**config.mk**
```make
export PLATFORM = sky130hd
export DESIGN_NAME = benes_cfg_loader
export DESIGN_NICKNAME = d
export VERILOG_FILES = /design/src/rtl/benes_cfg_loader_pkg.sv /design/src/rtl/benes_cfg_loader_bank.sv /design/src/rtl/benes_cfg_loader.sv
export SDC_FILE = /design/constraint.sdc
export NUM_CORES = 1
export LEC_CHECK = 0
export ABC_AREA = 1
export BUFFER_PORTS_ARGS = -buffer_cell sky130_fd_sc_hd__buf_2
export CAP_MARGIN = 20
export CORE_MARGIN = 3
export CORE_UTILIZATION = 50
export CTS_CLUSTER_SIZE = 20
export DETAILED_ROUTE_END_ITERATION = 8
export PLACE_DENSITY = 0.74
export SETUP_SLACK_MARGIN = 0.02
export SYNTH_ARGS = -nofsm -noshare
export SYNTH_HDL_FRONTEND = slang
export SYNTH_SLANG_ARGS = --single-unit
```
**constraint.sdc**
```tcl
create_clock -name clk -period 1.5 [get_ports clk]
set_input_delay 0.15 -clock clk [delete_from_list [all_inputs] [get_ports clk]]
set_output_delay 0.15 -clock clk [all_outputs]
set_load 0.01 [all_outputs]
```
**src/rtl/benes_cfg_loader_pkg.sv**
```systemverilog
// usr_fun: shared sizing, state and word types for the Benes configuration loader
package usr_fun;
  localparam int SIZE = 32;
  localparam int SWITCH_NUM = SIZE / 2;
  localparam int STAGE_NUM = 2 * $clog2(SIZE) - 1;
  typedef enum logic {LOAD, PENDING} cfg_state_t;
  typedef logic [SWITCH_NUM-1:0] stage_cfg_t;
endpackage

```
**src/rtl/benes_cfg_loader_bank.sv**
```systemverilog
// cfg_bank: per-stage register array with an indexed write port and a whole-bank load port
module cfg_bank #(
  parameter int W = 16,
  parameter int N = 9,
  parameter int IW = $clog2(N)
) (
  input  logic          clk,
  input  logic          rst_n,
  input  logic          i_wr_en,
  input  logic [IW-1:0] i_wr_idx,
  input  logic [W-1:0]  i_wr_data,
  input  logic          i_load_en,
  input  logic [W-1:0]  i_load_data [N],
  output logic [W-1:0]  o_data [N]
);
  logic [W-1:0] r_bank [N];
  // whole-bank load wins over a single-word write; all words clear on reset
  always_ff @(posedge clk or negedge rst_n)
    if (!rst_n) for (int i = 0; i < N; i++) r_bank[i] <= '0;
    else if (i_load_en) r_bank <= i_load_data;
    else if (i_wr_en) r_bank[i_wr_idx] <= i_wr_data;
  assign o_data = r_bank;
endmodule

```
**src/rtl/benes_cfg_loader.sv**
```systemverilog
// benes_cfg_loader: assembles stage words in a shadow bank and commits them atomically to the active bank
module benes_cfg_loader
  import usr_fun::*;
#(
  parameter int SWITCH_NUM = usr_fun::SWITCH_NUM,
  parameter int STAGE_NUM = usr_fun::STAGE_NUM,
  parameter int IW = $clog2(STAGE_NUM)
) (
  input  logic                  clk,
  input  logic                  rst_n,
  input  logic                  i_cfg_wr_valid,
  output logic                  o_cfg_wr_ready,
  input  logic [SWITCH_NUM-1:0] i_cfg_wr_data,
  input  logic                  i_cfg_abort,
  input  logic                  i_net_idle,
  output logic [SWITCH_NUM-1:0] o_switch_set [STAGE_NUM],
  output logic                  o_cfg_active_valid,
  output logic                  o_cfg_epoch,
  output logic                  o_cfg_commit,
  output logic [IW-1:0]         o_load_idx
);
  cfg_state_t r_state;
  logic [IW-1:0] r_idx;
  logic r_active_valid, r_epoch, r_commit;
  logic w_wr, w_commit;
  logic [SWITCH_NUM-1:0] w_shadow [STAGE_NUM];
  logic [SWITCH_NUM-1:0] w_active [STAGE_NUM];
  assign w_wr = r_state == LOAD && i_cfg_wr_valid && !i_cfg_abort;
  assign w_commit = r_state == PENDING && i_net_idle && !i_cfg_abort;
  cfg_bank #(.W(SWITCH_NUM), .N(STAGE_NUM), .IW(IW)) u_shadow (
    .clk(clk), .rst_n(rst_n), .i_wr_en(w_wr), .i_wr_idx(r_idx), .i_wr_data(i_cfg_wr_data),
    .i_load_en(1'b0), .i_load_data(w_shadow), .o_data(w_shadow)
  );
  cfg_bank #(.W(SWITCH_NUM), .N(STAGE_NUM), .IW(IW)) u_active (
    .clk(clk), .rst_n(rst_n), .i_wr_en(1'b0), .i_wr_idx('0), .i_wr_data('0),
    .i_load_en(w_commit), .i_load_data(w_shadow), .o_data(w_active)
  );
  // load/pending sequencing, index counter and commit bookkeeping; abort beats both beats and commits
  always_ff @(posedge clk or negedge rst_n)
    if (!rst_n) begin
      r_state <= LOAD;
      r_idx <= '0;
      r_active_valid <= 1'b0;
      r_epoch <= 1'b0;
      r_commit <= 1'b0;
    end else begin
      r_commit <= w_commit;
      if (w_commit) begin
        r_active_valid <= 1'b1;
        r_epoch <= ~r_epoch;
      end
      if (r_state == LOAD) begin
        if (i_cfg_abort) r_idx <= '0;
        else if (i_cfg_wr_valid) begin
          r_idx <= r_idx == IW'(STAGE_NUM - 1) ? '0 : r_idx + 1'b1;
          if (r_idx == IW'(STAGE_NUM - 1)) r_state <= PENDING;
        end
      end else if (i_cfg_abort || i_net_idle) r_state <= LOAD;
    end
  assign o_cfg_wr_ready = r_state == LOAD;
  assign o_switch_set = w_active;
  assign o_cfg_active_valid = r_active_valid;
  assign o_cfg_epoch = r_epoch;
  assign o_cfg_commit = r_commit;
  assign o_load_idx = r_idx;
endmodule

```
== Yosys cells after proc, flatten, opt, wreduce, memory -nomap -nowiden ==
Cells that the tools add are included.
Storage, ports and cells
  input port bits: 21
  output and inout bits: 152
  word-level logic and storage cells: 50
  bits in registers: 296
Operators by class
  order comparisons: 2
  add/sub/neg operators: 1
  eq/ne operators: 1
  bitwise gates (word level): 3
  reduce and logical (&&, ||, !) cells: 9
  muxes and demuxes: 11
Operator list (number)
  144-bit bitwise mux: 1
  16-bit demux with 4-bit select: 1
  16-bit 2-to-1 mux: 1
  4-bit 2-to-1 mux: 3
  5-bit >= comparator, second input constant: 1
  1-bit logical AND: 5
  5-bit by 1-bit < comparator with 1-bit output, second input constant: 1
  1-bit 2-to-1 mux: 5
  4-bit NOT with 5-bit output: 1
  4-bit by 1-bit adder with 4-bit output, second input constant: 1
  4-bit equality test, second input constant: 1
  1-bit NOT: 2
  2-bit AND reduction: 1
  2-bit nonzero test: 1
  1-bit logical NOT: 1
  1-bit logical OR: 1

== Longest topological paths before layout ==
  depth in word-level cells: 6
  gate-level depth with buffers: 8
  gate-level depth less buffers: 7

== Hierarchy ==
From an unflattened synthesis, not the netlist that was laid out.
Second synthesis, totals
  cells, all modules: 2344
  area, all modules: 16744.8 um2
By module, submodules not included
  cfg_bank: area each 8164.1 um2, cells each 1151, times used 2, seq. area each 3603.5 um2
  benes_cfg_loader: area each 416.6 um2, cells each 42, times used 1, seq. area each 200.2 um2

== Worst setup path after synthesis ==
Ideal clock, no wire load.
  kind: register to register
  from: reg r_idx[0], in the netlist o_load_idx[0]
  to: reg u_shadow.r_bank, in the netlist u_shadow.o_data[133]
  slack: 0.008 ns
  cell stages (with the launch flop): 9
  buffers on the path: 1
  clock period less this slack: 1.492 ns
  required time: 1.383 ns
  library setup time: 0.117 ns
  arrival: 1.375 ns
  path through: dfrtp_1 > inv_1 > ha_1 > inv_1 > nor2_4 > nand2_2 > buf_2 > nand2_1 > nand2_1
On the way
  cells in the longest elaborated chain, start to end: 6
  elaborated cells on any way between the ends: 7
  those cells by class: order compare: 2; mux: 3; bitwise: 1; reduce/logical: 1
RTL lines
  start, declared: RTL line benes_cfg_loader.sv:23  | logic [IW-1:0] r_idx;
  start signal, assigned: RTL line benes_cfg_loader.sv:55  | r_idx <= r_idx == IW'(STAGE_NUM - 1) ? '0 : r_idx + 1'b1;
  4-bit NOT with 5-bit output (not written as such) *: RTL line benes_cfg_loader_bank.sv:21  | else if (i_wr_en) r_bank[i_wr_idx] <= i_wr_data;
  5-bit >= comparator (not written as such) or 5-bit by 1-bit < comparator with 1-bit output (tied branches): RTL line benes_cfg_loader_bank.sv:21
  1-bit logical AND (not written as such): RTL line benes_cfg_loader_bank.sv:21
  16-bit 2-to-1 mux (not written as such): RTL line benes_cfg_loader_bank.sv:21
  16-bit demux with 4-bit select *: RTL line benes_cfg_loader_bank.sv:21
  144-bit bitwise mux *: RTL line benes_cfg_loader_bank.sv:21
  end signal, assigned: RTL line benes_cfg_loader_bank.sv:20  | else if (i_load_en) r_bank <= i_load_data;
  end signal, assigned by index: RTL line benes_cfg_loader_bank.sv:21
  end, declared: RTL line benes_cfg_loader_bank.sv:16  | logic [W-1:0] r_bank [N];
Every way passes the cells marked *; elsewhere a longest branch is shown, timed or not.
A chain may end at the register's enable or synchronous reset.

== Final worst setup path ==
  from: reg r_idx[1], in the netlist o_load_idx[1]
  to: reg u_shadow.r_bank, in the netlist u_shadow.o_data[127]
Same word-level chain as after synthesis.

==> impl_metrics.csv <==
group,metric,value,unit
yosys,synth-simple-area-share,31.27,%
sta,finalHoldViolCount,0,
detailed_routing,viasPerCell,5.166,
sta,fmax,692.3,MHz
power_and_ir_drop,p_int,13710,µW
clock_network,clk_latency,550,ps
place,port_buffers,172,
yosys,synth_top_area_share,64.42,%
clock_network,ctsRootBufferMaster,"clkbuf_16",
detailed_routing,wirelength,31130,µm
sta,timing.setup.tns,0,ps
detailed_routing,post-route-drc-count,0,
layout,area_delta_synth_final,26.02,%
detailed_routing,routedWlPerCell,17.23,µm
clock_network,cts_tree,"yes",
yosys,ys_seq_area_share,64.42,%
yosys,yosys_warnings,0,
clock_network,cts.path.max_buffers,3,
critical_path,path_class,"reg2reg",
detailed_routing,vias,9335,
power_and_ir_drop,switchingPower,4110,µW
yosys,synth_commonest_cells,"nand2_1 (816), dfrtp_1 (296), nand3_1 (71)",
global_routing,grt_pass1_wl,47540,µm
global_routing,grt_pass1_vias,8974,
clock_network,cts_buffers,30,
yosys,synthAdderAreaFrac,0.4353,%
yosys,async_reset_ff_share,100.0,%
global_routing,grt_start_max_net_pins,146,
yosys,avgSynthCellArea,8.804,µm²
layout,layout.nets,1529,
floorplanning,initial_core_util,51.73,%
sta,fin_crit,1444,ps
yosys,synth-seq-cells,296,
power_and_ir_drop,seqPwrFrac,49.3,%
floorplanning,die_h,157.6,µm
job,maxCapViolations,0,
yosys,synthesis.nets,1331,
floorplanning,die_width,157.6,µm
yosys,synth-edff-count,0,
sta,skew,11.44,ps
global_routing,antenna_found_initial,0,
clock_network,cts.sinks,296,
run_status,status,"completed",
critical_path,critPathRequiredTime,1980,ps
layout,postLayoutCellArea,14490,µm²
yosys,synth_area_leader_cell,"dfrtp_1",
power_and_ir_drop,p_comb_share,6.7,%
yosys,synth.mux.area_fraction,0,%
power_and_ir_drop,swShare,23.07,%
critical_path,crit_path_start_kind,"flop",
place,placed_area,12770,µm²
yosys,syn_area,11500,µm²
yosys,synth_xor_area_share,0.1523,%
yosys,synth_top_flop_cell,"dfrtp_1",
yosys,yosys-top-cells-area,"dfrtp_1 (64%), nand2_1 (27%), nand3_1 (3.1%), buf_2 (2.2%), clkbuf_1 (0.62%)",
layout,antenna_cells,0,
sta,setup_viol,0,
power_and_ir_drop,clock_power_share,44.0,%
power_and_ir_drop,p_per_area,1230,nW/µm²
floorplanning,ios,173,
floorplanning,core_region_area,22230,µm²
detailed_routing,antenna_left,0,
detailed_routing,dr.pass1.iters,5,
floorplanning,die_area,24850,µm²
sta,post-route-period-util,96.30,%
hold_path,hold_path_class,"in2reg",
critical_path,reg2reg_slack,60,ps
yosys,synth_compound_area_share,0.1088,%
sta,relSlewSlack,60.77,%
yosys,synth_top_family_by_area,"simple AND/OR/NAND/NOR gates",
critical_path,arrival,1930,ps
place,place.gp.congestion,0.8242,
layout,drive_above_1_share,20.50,%
yosys,synth.most_common_cell,"nand2_1",
critical_path,critPathCaptureType,"flop",
sta,whs,21.30,ps
sta,rsz0062_at_grt,"yes",
critical_path,worst-path-max-fanout,8,
power_and_ir_drop,p_leak,0.008633,µW
clock_network,htreeDepth,1,
detailed_routing,drtIter0Drc,864,
global_routing,grt.overflow.total,0,
power_and_ir_drop,peakVddDrop,858.9,µV
floorplanning,rows,54,
sta,slew_violations,0,
place,dpl.hpwl,18490,µm
clock_network,clk_pin_slew,60,ps
sta,worst_slew_pin_slew,588.5,ps
yosys,ys_types,22,
yosys,postSynthCellCount,1306,
global_routing,grt_usage,24.13,%
worst paths after layout:
check                                       from              endpoint  depth (start not counted)
min in group asynchronous                  rst_n   u_active.o_data[55]                          2
worst max-delay path               o_load_idx[1]  u_shadow.o_data[127]                          8
max in group asynchronous                  rst_n  u_active.o_data[125]                          3
worst min-delay path            i_cfg_wr_data[5]   u_shadow.o_data[37]                          3
worst max register to register     o_load_idx[1]  u_shadow.o_data[127]                          8
worst min register to register       o_cfg_epoch           o_cfg_epoch                          1
cell usage in the layout, fill, tap and decap left out, drive strengths merged:
master       Yosys  routed
or2              1       1
clkbuf          19      53
ha               4       4
xor2             1       1
o31ai            1       1
clkinv           0       4
dfrtp          296     296
nor2            12      12
o21ai            1       1
nand2          826     830
inv             15      15
nand4            1       1
buf             56     216
clkinvlp         0       1
xnor2            1       1
nand3           72      72
bufinv           0       4
dlygate4sd3      0      14
cells by family after synthesis:
kind of cell,after synthesis
adders and majority gates,4
xor gates and xnor gates,2
DFF,296
and+or+nand+nor,912
AOI/OAI and AO/OA,2
buffers and inverters,90
layout make-up:
class,count,area (µm²)
fillers,1751,7739
clock buffers,46,902.1
flip-flops and latches,296,7411
repair buffers,237,1762
inverters,15,66.31
multi-input cells,924,3851
well taps,280,350.3
clock inverters,9,147.6
metrics by stage:
step           util, %  power (µW)  std cells  setup slack, ps
3_5_place_dp     57.46        9877       1713           -43.16
6_report         65.19       17820       1807            55.54
4_1_cts          63.00       17750       1782           -50.90
5_1_grt          65.19       18470       1807           -18.71
3_3_place_gp     57.46        9824       1713            27.67
2_1_floorplan        -        9346       1306            32.67
routing by layer:
metal  global-route usage [%]  wire length (µm)  vias to the layer above
li1                         -                 -                     4373
met1                    34.22             13290                     4580
met2                    38.61             14820                      332
met3                    4.811              2455                       50
met4                    6.405               564                        0
met5                        0                 0                        -
power by group through the flow:
stage          registers, µW  clock network [µW]  logic, µW
2_1_floorplan           8810                   0        538
3_3_place_gp            8890                   0        929
3_5_place_dp            8900                   0        975
4_1_cts                 8770                7950       1030
5_1_grt                 8830                8300       1340
6_report                8780                7840       1200
what timing repair did:
item	CTS	global route
endpoints found under the hold margin	340	0
pin swaps	1	10
endpoints found under the setup margin	134	150
resized for setup	11	28
buffers inserted	0	13
cloned	0	12
hold buffers	14	0
state kept, by name, indices dropped and copies added (netlist names):
name / count
o_cfg_commit: 1
r_state: 1
u_shadow.o_data: 144
u_active.o_data: 144
o_load_idx: 4
o_cfg_active_valid: 1
o_cfg_epoch: 1
critical path: stages, from the launching register on:
cell and delay (ps):
dfrtp_2 450, inv_2 100, ha_2 190, inv_1 80, nor2_4 110, buf_12 150, clkbuf_16 150, nand3_1 70
nand2_1 80
(Power assumes the default switching activity.)
